--- src/rtl/ctrl_pkg.sv ---
// Shared constants for the pipelined control decoder.
// Opcodes, control-word bit positions and field widths.
package ctrl_pkg;

    localparam int CTRL_W  = 12;
    localparam int ALUOP_W = 5;
    localparam int WORD_W  = CTRL_W + ALUOP_W;

    localparam logic [4:0] OP_RTYPE = 5'b00000;
    localparam logic [4:0] OP_J     = 5'b00001;
    localparam logic [4:0] OP_BNE   = 5'b00010;
    localparam logic [4:0] OP_JAL   = 5'b00011;
    localparam logic [4:0] OP_JR    = 5'b00100;
    localparam logic [4:0] OP_ADDI  = 5'b00101;
    localparam logic [4:0] OP_BLT   = 5'b00110;
    localparam logic [4:0] OP_SW    = 5'b00111;
    localparam logic [4:0] OP_LW    = 5'b01000;
    localparam logic [4:0] OP_SETX  = 5'b10101;
    localparam logic [4:0] OP_BEX   = 5'b10110;

    localparam int CB_RWD      = 0;
    localparam int CB_RDST     = 1;
    localparam int CB_RWE      = 2;
    localparam int CB_DMWE     = 3;
    localparam int CB_ALUOPSEL = 4;
    localparam int CB_ALUINB   = 5;
    localparam int CB_JP       = 6;
    localparam int CB_BR       = 7;
    localparam int CB_JAL      = 8;
    localparam int CB_JR       = 9;
    localparam int CB_SETX     = 10;
    localparam int CB_BEX      = 11;

    localparam logic [ALUOP_W-1:0] ALU_ADD = 5'b00000;
    localparam logic [ALUOP_W-1:0] ALU_SUB = 5'b00001;

endpackage

--- src/rtl/ctrl_opcode_decode.sv ---
// Combinational opcode decoder: instruction to control word and ALU op.
// Shared with the planned multi-issue front end.
module ctrl_opcode_decode
    import ctrl_pkg::*;
(
    input  logic [31:0]        instr,
    output logic [CTRL_W-1:0]  ctrl,
    output logic [ALUOP_W-1:0] alu_op,
    output logic               illegal
);

    logic [4:0] op;
    logic       unused_bits;

    assign op          = instr[31:27];
    assign unused_bits = ^{instr[26:7], instr[1:0]};

    always_comb begin
        ctrl    = '0;
        alu_op  = ALU_ADD;
        illegal = 1'b0;
        unique case (op)
            OP_RTYPE: begin
                ctrl[CB_RWE]      = 1'b1;
                ctrl[CB_RDST]     = 1'b1;
                ctrl[CB_ALUOPSEL] = 1'b1;
                alu_op            = instr[6:2];
            end
            OP_ADDI: begin
                ctrl[CB_ALUINB] = 1'b1;
                ctrl[CB_RWE]    = 1'b1;
            end
            OP_SW: begin
                ctrl[CB_ALUINB] = 1'b1;
                ctrl[CB_DMWE]   = 1'b1;
            end
            OP_LW: begin
                ctrl[CB_ALUINB] = 1'b1;
                ctrl[CB_RWE]    = 1'b1;
                ctrl[CB_RWD]    = 1'b1;
            end
            OP_J: ctrl[CB_JP] = 1'b1;
            OP_JAL: begin
                ctrl[CB_JP]  = 1'b1;
                ctrl[CB_JAL] = 1'b1;
                ctrl[CB_RWE] = 1'b1;
            end
            OP_JR: ctrl[CB_JR] = 1'b1;
            OP_BNE, OP_BLT: begin
                // Branches compare by subtraction in the ALU
                ctrl[CB_BR] = 1'b1;
                alu_op      = ALU_SUB;
            end
            OP_SETX: begin
                ctrl[CB_SETX] = 1'b1;
                ctrl[CB_RWE]  = 1'b1;
            end
            OP_BEX: ctrl[CB_BEX] = 1'b1;
            default: illegal = 1'b1;
        endcase
    end

endmodule

--- src/rtl/ctrl_pipe_decoder.sv ---
// Decodes fetched instructions and carries the control word down a
// DEPTH-stage valid-tagged pipeline with stall bubbles and flush.
module ctrl_pipe_decoder
    import ctrl_pkg::*;
#(
    parameter int DEPTH = 4,
    parameter int CNT_W = 8
) (
    input  logic                    clock,
    input  logic                    reset,
    input  logic                    in_valid,
    input  logic [31:0]             instr,
    input  logic                    stall,
    input  logic                    flush,
    output logic [DEPTH*WORD_W-1:0] stage_word,
    output logic [DEPTH-1:0]        stage_valid,
    output logic                    id_illegal,
    output logic [CNT_W-1:0]        illegal_cnt
);

    logic [CTRL_W-1:0]  dec_ctrl;
    logic [ALUOP_W-1:0] dec_alu;
    logic               dec_illegal;

    logic [WORD_W-1:0] word_q [DEPTH];
    logic [WORD_W-1:0] word_d [DEPTH];
    logic [DEPTH-1:0]  valid_q;
    logic [DEPTH-1:0]  valid_d;
    logic              ill_q;
    logic              ill_d;
    logic [CNT_W-1:0]  cnt_q;
    logic [CNT_W-1:0]  cnt_d;

    ctrl_opcode_decode u_dec (
        .instr   (instr),
        .ctrl    (dec_ctrl),
        .alu_op  (dec_alu),
        .illegal (dec_illegal)
    );

    always_comb begin
        word_d  = word_q;
        valid_d = valid_q;
        ill_d   = ill_q;
        for (int k = 2; k < DEPTH; k++) begin
            word_d[k]  = word_q[k-1];
            valid_d[k] = valid_q[k-1];
        end
        if (flush) begin
            word_d[0]  = '0;
            valid_d[0] = 1'b0;
            ill_d      = 1'b0;
            word_d[1]  = '0;
            valid_d[1] = 1'b0;
        end else if (stall) begin
            word_d[1]  = '0;
            valid_d[1] = 1'b0;
        end else begin
            word_d[1]  = word_q[0];
            valid_d[1] = valid_q[0];
            word_d[0]  = in_valid ? {dec_alu, dec_ctrl} : '0;
            valid_d[0] = in_valid;
            ill_d      = in_valid & dec_illegal;
        end
    end

    always_comb begin
        cnt_d = cnt_q;
        if (in_valid && dec_illegal && !stall && !flush && cnt_q != '1) begin
            cnt_d = cnt_q + CNT_W'(1);
        end
    end

    for (genvar k = 0; k < DEPTH; k++) begin : g_stage
        always_ff @(posedge clock) begin
            if (reset) begin
                word_q[k]  <= '0;
                valid_q[k] <= 1'b0;
            end else begin
                word_q[k]  <= word_d[k];
                valid_q[k] <= valid_d[k];
            end
        end
        assign stage_word[k*WORD_W +: WORD_W] = word_q[k];
    end

    always_ff @(posedge clock) begin
        if (reset) begin
            ill_q <= 1'b0;
            cnt_q <= '0;
        end else begin
            ill_q <= ill_d;
            cnt_q <= cnt_d;
        end
    end

    assign stage_valid = valid_q;
    assign id_illegal  = ill_q;
    assign illegal_cnt = cnt_q;

endmodule

--- config.mk ---
export PLATFORM = sky130hd
export DESIGN_NAME = ctrl_pipe_decoder
export DESIGN_NICKNAME = d
export VERILOG_FILES = /design/src/rtl/ctrl_pkg.sv /design/src/rtl/ctrl_opcode_decode.sv /design/src/rtl/ctrl_pipe_decoder.sv
export SDC_FILE = /design/constraint.sdc
export NUM_CORES = 1
export LEC_CHECK = 0
export CAP_MARGIN = 20
export CORE_MARGIN = 8
export CORE_UTILIZATION = 44
export DETAILED_ROUTE_END_ITERATION = 10
export GPL_TIMING_DRIVEN = 0
export PLACE_DENSITY = 0.84
export SETUP_SLACK_MARGIN = 0.05
export SYNTH_ARGS = -nofsm -noshare
export SYNTH_HDL_FRONTEND = slang
export SYNTH_SLANG_ARGS = --single-unit
--- constraint.sdc ---
create_clock -name clock -period 3.02 [get_ports clock]
set_clock_uncertainty 0.1 [all_clocks]
set_input_delay 0.302 -clock clock [delete_from_list [all_inputs] [get_ports clock]]
set_output_delay 0.302 -clock clock [all_outputs]
set_load 0.05 [all_outputs]
# Word-level counts from Yosys, hierarchy flattened

Index checks and enable logic that the tools add are counted.

$add $sub $neg: 1
Equal/unequal tests: 11
Muxes and demuxes: 14
Bitwise operators: 1
Reductions and logical operators: 14

Operators by type and width:

| kind                | count |
|---|---|
| $eq 5x3->1 const B  | 4 |
| $mux 17             | 1 |
| $mux 1              | 12 |
| $reduce_or 11->1    | 1 |
| $eq 5x2->1 const B  | 2 |
| $eq 5x5->1 const B  | 2 |
| $pmux 5 s2          | 1 |
| $add 8x1->8 const B | 1 |
| $ne 8x8->1 const B  | 1 |
| $reduce_or 2->1     | 3 |
| $reduce_or 3->1     | 2 |
| $eq 5x1->1 const B  | 1 |
| $eq 5x4->1 const B  | 1 |
| $logic_not 5->1     | 1 |
| $reduce_or 5->1     | 1 |
| $logic_and 1x1->1   | 4 |
| $logic_not 1->1     | 2 |
| $and 1x1->1         | 1 |

Register bits after elaboration: 81
Output and inout port bits: 81
Logic and storage cells: 51

# Logic depth before layout (Yosys ltp)

Gate-level depths: netlist of run 1.

Depth after elaboration: 7
Gate-level depth with buffers: 5
Mapped depth without buffers: 5

# Hierarchy

A second synthesis of run 1 with hierarchy kept.

Cells, all modules: 258
Area total of the unflattened synthesis: 2738.9 um^2

Modules (own cells, without submodules):

| module             | times used | cells each | area each (um^2) | seq. area each (um^2) |
|---|---|---|---|---|
| ctrl_pipe_decoder  | 1          | 224        | 2479.9           | 1621.6 |
| ctrl_opcode_decode | 1          | 34         | 259.0            | 0.0 |

# Worst setup path after synthesis of run 1

OpenSTA, ideal clock, no wires.

Kind: reg-to-reg
Start point: register cnt_q[0] (netlist: illegal_cnt[0])
End point: register cnt_q[4] (netlist: illegal_cnt[4])
Library setup time: 121 ps
Data arrival time: 1712 ps
Data required time: 2799 ps
Path slack: 1088 ps
Stages on the path, launching flop included: 6
Clock period less this slack: 1932 ps
Cell sequence: dfxtp_1 ha_1 nor2b_1 nand3_1 nor4_1 mux2_2

Word-level cells in the longest chain between the ends: 2
Elaborated cells between the ends (all ways): 3
Classes of those cells: 1 x add/sub; 1 x eq/ne; 1 x reduce/logical

RTL lines:

| what                                                | RTL line                | RTL |
|---|---|---|
| start, declared                                     | ctrl_pipe_decoder.sv:31 | `logic [CNT_W-1:0] cnt_q;` |
| start signal, assigned                              | ctrl_pipe_decoder.sv:93 | `cnt_q <= cnt_d;` |
| branches (longest 2 deep; another with $add 8x1->8) | --                      |  |

Parallel ways; which one is timed is not known.
A chain may end at the register's enable or synchronous reset.

# Worst setup path after layout of run 1

Start point: register word_q, in the netlist stage_word[4]
End point: output port stage_word[4]

RTL lines:

| what                            | RTL line                | RTL |
|---|---|---|
| start, declared                 | ctrl_pipe_decoder.sv:25 | `logic [WORD_W-1:0] word_q [DEPTH];` |
| start signal, assigned by index | ctrl_pipe_decoder.sv:80 | `word_q[k] <= word_d[k];` |
| end, declared                   | ctrl_pipe_decoder.sv:15 | `output logic [DEPTH*WORD_W-1:0] stage_word,` |

No word-level cell between the ends.

==> results.toml, run 1 <==
[place]
hpwl_um = 5050
place.gp.congestion = 0.837
dpl.cell_count = 416
numPortBuffers = 95

[timing]
worst_pin_slew_ns = 0.774
period_share_pct = 68.4
final_hold_viol_count = 0
timing.fmax_mhz = 484
setup_viol = 0
relSlewSlack_pct = 47.6
fin_crit_ns = 2.07
grt_setup_unrepaired = "no"
maxSlewViolCount = 0
setup_tns_ns = 0

[cts]
cts_tree = "yes"
clock-sinks = 77
cts_setup_buffers = 0
cts_buffer_depth = 2
cts-root-buf = "clkbuf_8"
cts.htree.levels = 3
path_clk_slew_ns = 0.09
clk_latency_ns = 0.35
cts_buffers = 9
cts_hold_buf = 0
cts_resized = 0

[synth]
syn_avg_cell_area_sq_um = 10.5
synth_flop_cell = "dfxtp_1"
synth_top_area_share_pct = 59.5
yosys.area_share.simple_pct = 25.7
synthMuxAreaShare_pct = 1.69
synth_warnings = 0
synth_most_common_cell = "dfxtp_1"
synth_xor_area_share_pct = 0
syn_nets = 284
synth_top_family_by_area = "simple AND/OR/NAND/NOR gates"
yosys.area.top_type = "dfxtp_1"
ys_top_cells_by_count = "dfxtp_1 (77), nor2b_1 (43), and2_1 (17)"
ys_seq_elements = 77
synth_fa_ha_area_share_pct = 0.483
synth_area_sq_um = 2590
synth_seq_area_share_pct = 59.5
synth-compound-area-share_pct = 9.03
synth_edf_count = 0
synth_top_cells_by_area = "dfxtp_1 (59%), nor2b_1 (10%), and2_1 (4.1%)"
synthArstFlopShare_pct = 0
synthCells = 246
ys_types = 40

[drt]
dr.pass1.iters = 4
wl_per_cell_um = 15.0
drt_iter0_drc = 61
via_per_inst = 4.82
postRouteAntennaNets = 0
wl_um = 6470
drc = 0
vias = 2082

[flow_run]
maxCapViolations = 0

[cells_and_area]
nFillCells = 485
stdcell_count = 432
area_growth_pct = 48.2
multi_input_area_sq_um = 957
fin_nets = 390
regArea_sq_um = 1540
diodes = 0
layout-drive-gt1-share_pct = 8.40
fin_util_pct = 66.0

[grt]
antenna_found_initial = 0
track_usage_pct = 15.6
grt_first_pass_wirelength_um = 10500
grt_overflow = 0
grt_pass1_vias = 2164
grt_start_max_net_pins = 16

[pwr]
total_leakage_power_nw = 1.40
pwr_density_cell_nw_per_um2 = 496
vdd_drop_max_v = 0.000268

[floorplan]
core-area_sq_um = 5820
top_level_ports = 118
dieArea_sq_um = 8600
fp.dieH_um = 92.7
die_w_um = 92.7
initial_utilization_pct = 44.6
row_count = 28

[min_path]
hold_class = "reg -> reg"
hold_start = "stage_word[32]"

[worst_setup_path]
critPathRequiredTime_ns = 2.62
crit_arrival_ns = 1.66
start_kind = "register"
rr_startpoint = "illegal_cnt[0]"
end_kind = "primary output"
path_class = "reg -> out"
critPathLaunch = "stage_word[4]"
crit_fanout = 4

[status]
status = "complete, no violations"
[placed cells by master, fill, tap and decap left out, types with 2 or more instances in the layout]
master	n
nand2_1	10
a21oi_1	11
and2_1	17
nand3b_1	2
dfxtp_1	77
nor2_1	16
or2_2	2
nor4_1	3
a32o_1	4
mux2_2	3
clkbuf_1	9
nand3_1	4
inv_6	4
o21ai_0	2
clkbuf_8	9
nand4b_1	2
nor2b_1	43
nand4_1	2
o31ai_1	4
a31oi_1	2
clkinvlp_4	2
buf_4	4
inv_1	2
buf_2	2
clkdlybuf4s50_1	95
or4_1	3
a22oi_1	5
[power breakdown]
group          switching [mW]  leakage (nW)  total (mW)  internal (mW)
registers             0.00194         0.620        1.02           1.02
logic                  0.0544         0.679      0.0901         0.0357
clock network           0.401        0.0973       0.795          0.393
[worst max-delay path: stages, from the launching register on]
cell	delay [ns]
dfxtp_1	0.39
buf_4	0.12
clkdlybuf4s50_1	0.81
[flip-flops by register name, summed over array words and instances, names as in the netlist]
name / count
stage_valid: 4
id_illegal: 1
illegal_cnt: 8
stage_word: 64
[through the flow]
stage	worst slack [ns]	hold WS (ns)	instance area, sq um	power (mW)
finish	0.954	0.360	3840	1.90
global route	0.863	0.373	3840	1.97
CTS	0.931	0.362	3840	1.92
floorplan	1.09	0.328	2590	1.09
global placement	0.642	0.346	3640	1.13
detailed placement	0.625	0.350	3640	1.13
[routing by layer]
layer / GRT usage [%] / vias up / part of all wire (%)
li1: - / 1050 / -
met1: 15.4 / 948 / 39
met2: 28.8 / 73 / 53
met3: 3.88 / 11 / 6.0
met4: 9.13 / 0 / 2.2
met5: 0 / - / 0
[cells by family after synthesis]
group                      after synthesis
AOI/OAI and AO/OA                       34
and+or+nand+nor                        112
muxes                                    4
DFF                                     77
buffers and inverters                   18
adders and majority gates                1
[final timing paths]
check / slack (ns) / to / depth (start not counted)
hold reg to reg: 0.36 / stage_word[49] / 1
setup / recovery: 0.95 / stage_word[4] / 2
setup reg to reg: 1.32 / illegal_cnt[5] / 5
hold / removal: 0.36 / stage_word[49] / 1
[layout make-up]
cell class,count,area share (%)
flip-flops and latches,77,40.1
multi-input cells,151,24.9
repair buffers,95,24.8
clock buffers,9,3.23
well taps,75,2.44
plain buffers,16,2.22
clock inverters,7,2.09
inverters,2,0.196
No activity file was read; power rests on OpenSTA's default activity.
==> run 2: changes to the inputs <==
- CORE_UTILIZATION: 44 -> 37
- PLACE_DENSITY: 0.84 -> 0.76
- clock period: 3.02 -> 1.8 ns (I/O delays scaled with it)
==> run 2 against run 1 <==
  * Cell area rose by 0.39%
  * Non-clock buffer count grew 2
  * Highest routed layer unchanged
  * Clock power grew 67%
  * Wire length grew 2.4%
  * Combinational power up 72%
  * Final cell count is 5.3% higher
  * Largest power group unchanged
==> results.toml, run 2 (synthesis results as in run 1) <==
[grt]
grt_start_max_net_pins = 15
track_usage_pct = 13.3
grt_first_pass_wirelength_um = 10300
grt_overflow = 0
antenna_found_initial = 0
grt_pass1_vias = 2014

[drt]
wl_um = 6630
drt_iter0_drc = 95
drc = 0
via_per_inst = 4.63
wl_per_cell_um = 14.6
postRouteAntennaNets = 0
dr.pass1.iters = 4
vias = 2107

[pwr]
vdd_drop_max_v = 0.000319
netSwitchingFraction_pct = 23.1
switching_power_uw = 739
p_clk_share_pct = 41.6
power_frac_seq_pct = 53.5
power_frac_comb_pct = 4.9
internal_power_mw = 2.45
total_leakage_power_nw = 1.90
pwr_density_cell_nw_per_um2 = 828
p_total_mw = 3.19

[cells_and_area]
fin_util_pct = 56.7
fin_area_sq_um = 3850
mostFrequentLayoutCell = "dlygate4sd2_1"
most-common-layout-cells = "dlygate4sd2_1 (82), dfxtp_1 (71), nor2b_1 (42)"
largest_reg_flops = 64
nFillCells = 623
diodes = 0
area_growth_pct = 48.8
layout-drive-gt1-share_pct = 13.1
regArea_sq_um = 1550
multi_input_area_sq_um = 1000
fin_nets = 392

[worst_setup_path]
end_kind = "register"
cpMaxStageDelayCell = "clkdlybuf4s50_1"
crit_arrival_ns = 1.84
crit_fanout = 10
critPathBufInv = 2
crit_chain = "clkdlybuf4s50_1 -> nand2b_4 -> a211o_1 -> buf_6 -> nor4_4 -> mux2_2"
max_stage_delay_ns = 0.55
critPathRequiredTime_ns = 1.94
path_class = "in -> reg"
start_kind = "primary input"
critPathTopFamily = "buffers and inverters"

[timing]
fin_crit_ns = 1.70
final_hold_viol_count = 0
period_share_pct = 94.6
setup_viol = 0
maxSlewViolCount = 0
hold_ws_ns = 0.190
worst_pin_slew_ns = 0.566
relSlewSlack_pct = 62.3
setup_tns_ns = 0
timing.fmax_mhz = 588
grt_setup_unrepaired = "no"

[cts]
cts-root-buf = "clkbuf_8"
cts_buffers = 9
clk_latency_ns = 0.34
cts_tree = "yes"
cts.htree.levels = 3
clock-sinks = 77
path_clk_slew_ns = 0.08
cts_hold_buf = 0
cts_buffer_depth = 2

[floorplan]
die_w_um = 99.7
core-area_sq_um = 6790
initial_utilization_pct = 38.1
fp.dieH_um = 99.7
row_count = 30
dieArea_sq_um = 9940
top_level_ports = 118

[place]
placed_area_sq_um = 3670
place.gp.congestion = 0.877
numPortBuffers = 95
hpwl_um = 5020

[flow_run]
maxCapViolations = 0

[min_path]
hold_class = "in -> reg"

[status]
status = "complete, no violations"
[run 2: cell type report]
class	instances	area share, %
buffer	16	2.27
clock buffer	10	3.57
clock inverter	6	1.82
inverter	2	0.195
multi-input combinational	151	26.1
sequential	77	40.2
tap	96	3.12
timing repair buffer	97	22.8
[run 2: final timing paths]
kind | start | endpoint | slack (ns) | cells after the start
hold / removal | stall | stage_valid[0] | 0.19 | 3
setup reg to reg | illegal_cnt[0] | illegal_cnt[5] | 0.19 | 5
hold reg to reg | stage_word[25] | stage_word[42] | 0.35 | 1
setup / recovery | in_valid | illegal_cnt[0] | 0.1 | 6
[run 2: worst min-delay path, cell delays in order]
cell,delay (ns)
dlymetal6s2s_1,0.16
nand2b_4,0.18
a21oi_1,0.06
[run 2: routing by layer]
layer  GRT usage (%)  vias up  routed length [um]
li1                -     1050                   -
met1            14.1      983                2830
met2            22.6       70                3330
met3            4.96        4                 391
met4            6.87        0                  69
met5               0        -                   0
[run 2: through the flow]
step	instances	setup slack, ns
3_5_place_dp	437	-0.519
4_1_cts	453	0.0511
5_1_grt	455	0.0626
6_report	455	0.0979
2_1_floorplan	246	0.0763
3_3_place_gp	437	-0.520
[run 2: power groups by stage]
stage	Sequential, mW	Combinational [mW]	Clock, mW
after global routing	1.71	0.168	1.44
after global placement	1.75	0.151	0
after floorplan	1.76	0.0667	0
after detailed placement	1.75	0.153	0
after CTS	1.71	0.151	1.37
final	1.71	0.155	1.33
[run 2: what timing repair did]
| action | 4_1_cts | 5_1_grt |
|---|---|---|
| gates resized for setup | 88 | 12 |
| endpoints found under the setup margin | 100 | 19 |
| buffers inserted | 0 | 2 |
| pin swaps | 0 | 1 |
==> run 3: changes to the inputs <==
- CORE_UTILIZATION: 37 -> 41
- PLACE_DENSITY: 0.76 -> 0.79
- clock period: 1.8 -> 1.7 ns (I/O delays scaled with it)
==> run 3 against run 2 <==
  * Non-clock buffer count unchanged
  * Worst setup slack worse by 0.019 ns
  * Largest cell class unchanged
  * Sequential power up 6%
  * Critical endpoint is now illegal_cnt[3]
  * Global-route usage up 0.82 points
  * Final cell count down 4.2%
  * Flip-flop and latch count unchanged
  * Clock-buffer cell count unchanged
  * First-iteration DRC count down 62%
  * Wire length down 1.2%
  * Combinational power up 6%
  * Sequential share of layout area up 0.070 points
  * Critical path depth unchanged
==> results.toml, run 3 (synthesis results as in run 1) <==
[status]
status = "complete, no violations"

[worst_setup_path]
critPathRequiredTime_ns = 1.86
cpMaxStageDelayCell = "or4_1"
path_class = "in -> reg"
crit_fanout = 10
r2r_end = "illegal_cnt[4]"
max_stage_delay_ns = 0.51
end_kind = "register"
critPathTopFamily = "simple AND/OR/NAND/NOR gates"
reg2reg_slack_ns = 0.09
critPathLaunch = "instr[27]"
rr_worst_depth = 5
critPathBufInv = 2
crit_chain = "dlygate4sd2_1 -> nor2b_1 -> a21o_1 -> buf_4 -> or4_1 -> a21oi_1"
start_kind = "primary input"
rr_startpoint = "illegal_cnt[0]"
crit_arrival_ns = 1.78

[cells_and_area]
multi_input_area_sq_um = 1030
diodes = 0
fin_util_pct = 62.0
area_growth_pct = 49.3
fin_area_sq_um = 3870
nFillCells = 568
largest_reg_flops = 64
layout-drive-gt1-share_pct = 14.8
fin_nets = 392
most-common-layout-cells = "dlygate4sd2_1 (84), dfxtp_1 (70), nor2b_1 (42)"
regArea_sq_um = 1560
mostFrequentLayoutCell = "dlygate4sd2_1"

[place]
numPortBuffers = 95
placed_area_sq_um = 3650
hpwl_um = 4990
place.gp.congestion = 0.934

[grt]
grt_start_max_net_pins = 15
grt_overflow = 0
antenna_found_initial = 0
track_usage_pct = 14.1
grt_pass1_vias = 2006
grt_first_pass_wirelength_um = 9970

[timing]
relSlewSlack_pct = 63.9
setup_viol = 0
timing.fmax_mhz = 617
final_hold_viol_count = 0
worst_pin_slew_ns = 0.542
grt_setup_unrepaired = "yes"
maxSlewViolCount = 0
period_share_pct = 95.4
fin_crit_ns = 1.62
hold_ws_ns = 0.0994

[min_path]
min_to = "stage_valid[0]"
hold_class = "in -> reg"
hold_start = "in_valid"
worstHoldPathCells = 3

[pwr]
power_frac_seq_pct = 51.4
internal_power_mw = 2.74
vdd_drop_max_v = 0.000488
p_clk_share_pct = 43.9
pwr_density_cell_nw_per_um2 = 907
netSwitchingFraction_pct = 22.0
switching_power_uw = 771
p_total_mw = 3.51
total_leakage_power_nw = 1.85
power_frac_comb_pct = 4.7

[drt]
dr.pass1.iters = 4
wl_per_cell_um = 15.0
wl_um = 6540
via_per_inst = 4.87
drc = 0
vias = 2124
postRouteAntennaNets = 0
drt_iter0_drc = 36

[floorplan]
fp.dieH_um = 95.5
core-area_sq_um = 6240
top_level_ports = 118
initial_utilization_pct = 41.5
die_w_um = 95.5
row_count = 29
dieArea_sq_um = 9120

[cts]
clk_latency_ns = 0.34
clock-sinks = 77
cts_buffer_depth = 2
cts.htree.levels = 3
cts_tree = "yes"
cts_hold_buf = 0
cts_buffers = 9
cts-root-buf = "clkbuf_8"
path_clk_slew_ns = 0.08

[flow_run]
maxCapViolations = 0
[run 3: cell types whose count changed in the layout (fill, tap and decap cells not counted), sizes merged]
| cell | previous run | this run |
|---|---|---|
| clkdlybuf4s50 | 7 | 6 |
| clkbuf | 19 | 21 |
| clkdlybuf4s15 | 0 | 1 |
| bufinv | 1 | 2 |
| dlygate4sd2 | 82 | 84 |
| dlymetal6s2s | 6 | 2 |
| inv | 4 | 3 |
[run 3: layout make-up]
cell class                      count  area share, %
Buffer                             16           2.33
Clock buffer                       10           3.56
Clock inverter                      6           2.46
Inverter                            2          0.194
Multi-Input combinational cell    151           26.6
Sequential cell                    77           40.3
Tap cell                           77           2.49
Timing Repair Buffer               97           22.1
[run 3: per-stage QoR]
step	setup WS [ns]	setup TNS, ns	std cells
after floorplan	0.0280	0	246
after global placement	-0.568	-17.76	418
after detailed placement	-0.587	-18.91	418
after CTS	0.0290	0	435
after global routing	-0.00213	-0.00213	436
final	0.0787	0	436
[run 3: worst register-to-register path: stages (launching register included)]
cell and delay [ns]:
dfxtp_4 0.37, ha_2 0.21, nor2b_1 0.18, nand3_1 0.14, nor4_4 0.16, mux2_2 0.35
[run 3: how the worst max path moves through the flow]
stage | end | slack [ns] | depth (start not counted)
2_1_floorplan | illegal_cnt[7] | 0.03 | 4
3_3_place_gp | stage_valid[1] | -0.57 | 6
3_5_place_dp | illegal_cnt[5] | -0.59 | 6
4_1_cts | illegal_cnt[5] | 0.03 | 6
5_1_grt | illegal_cnt[4] | -0.002 | 5
6_report | illegal_cnt[3] | 0.08 | 6
[run 3: power by group through the flow]
stage / logic, mW / registers (mW) / clock network, mW
after global placement: 0.158 / 1.85 / 0
after global routing: 0.178 / 1.81 / 1.66
after CTS: 0.161 / 1.81 / 1.58
final: 0.164 / 1.81 / 1.54
after detailed placement: 0.161 / 1.85 / 0
after floorplan: 0.0706 / 1.87 / 0
[run 3: repair_timing]
| action | 4_1_cts | 5_1_grt |
|---|---|---|
| cloned | 0 | 0 |
| pin swaps | 2 | 5 |
| endpoints found under the setup margin | 104 | 30 |
| setup buffers | 1 | 1 |
| resized for setup | 95 | 18 |
[run 3: metal layers]
layer	up-vias	GRT usage (%)	share of wire (%)
met4	0	8.32	2.6
met3	14	3.78	7.8
li1	1050	-	-
met2	78	23.7	50
met1	982	15.8	40
met5	-	0	0
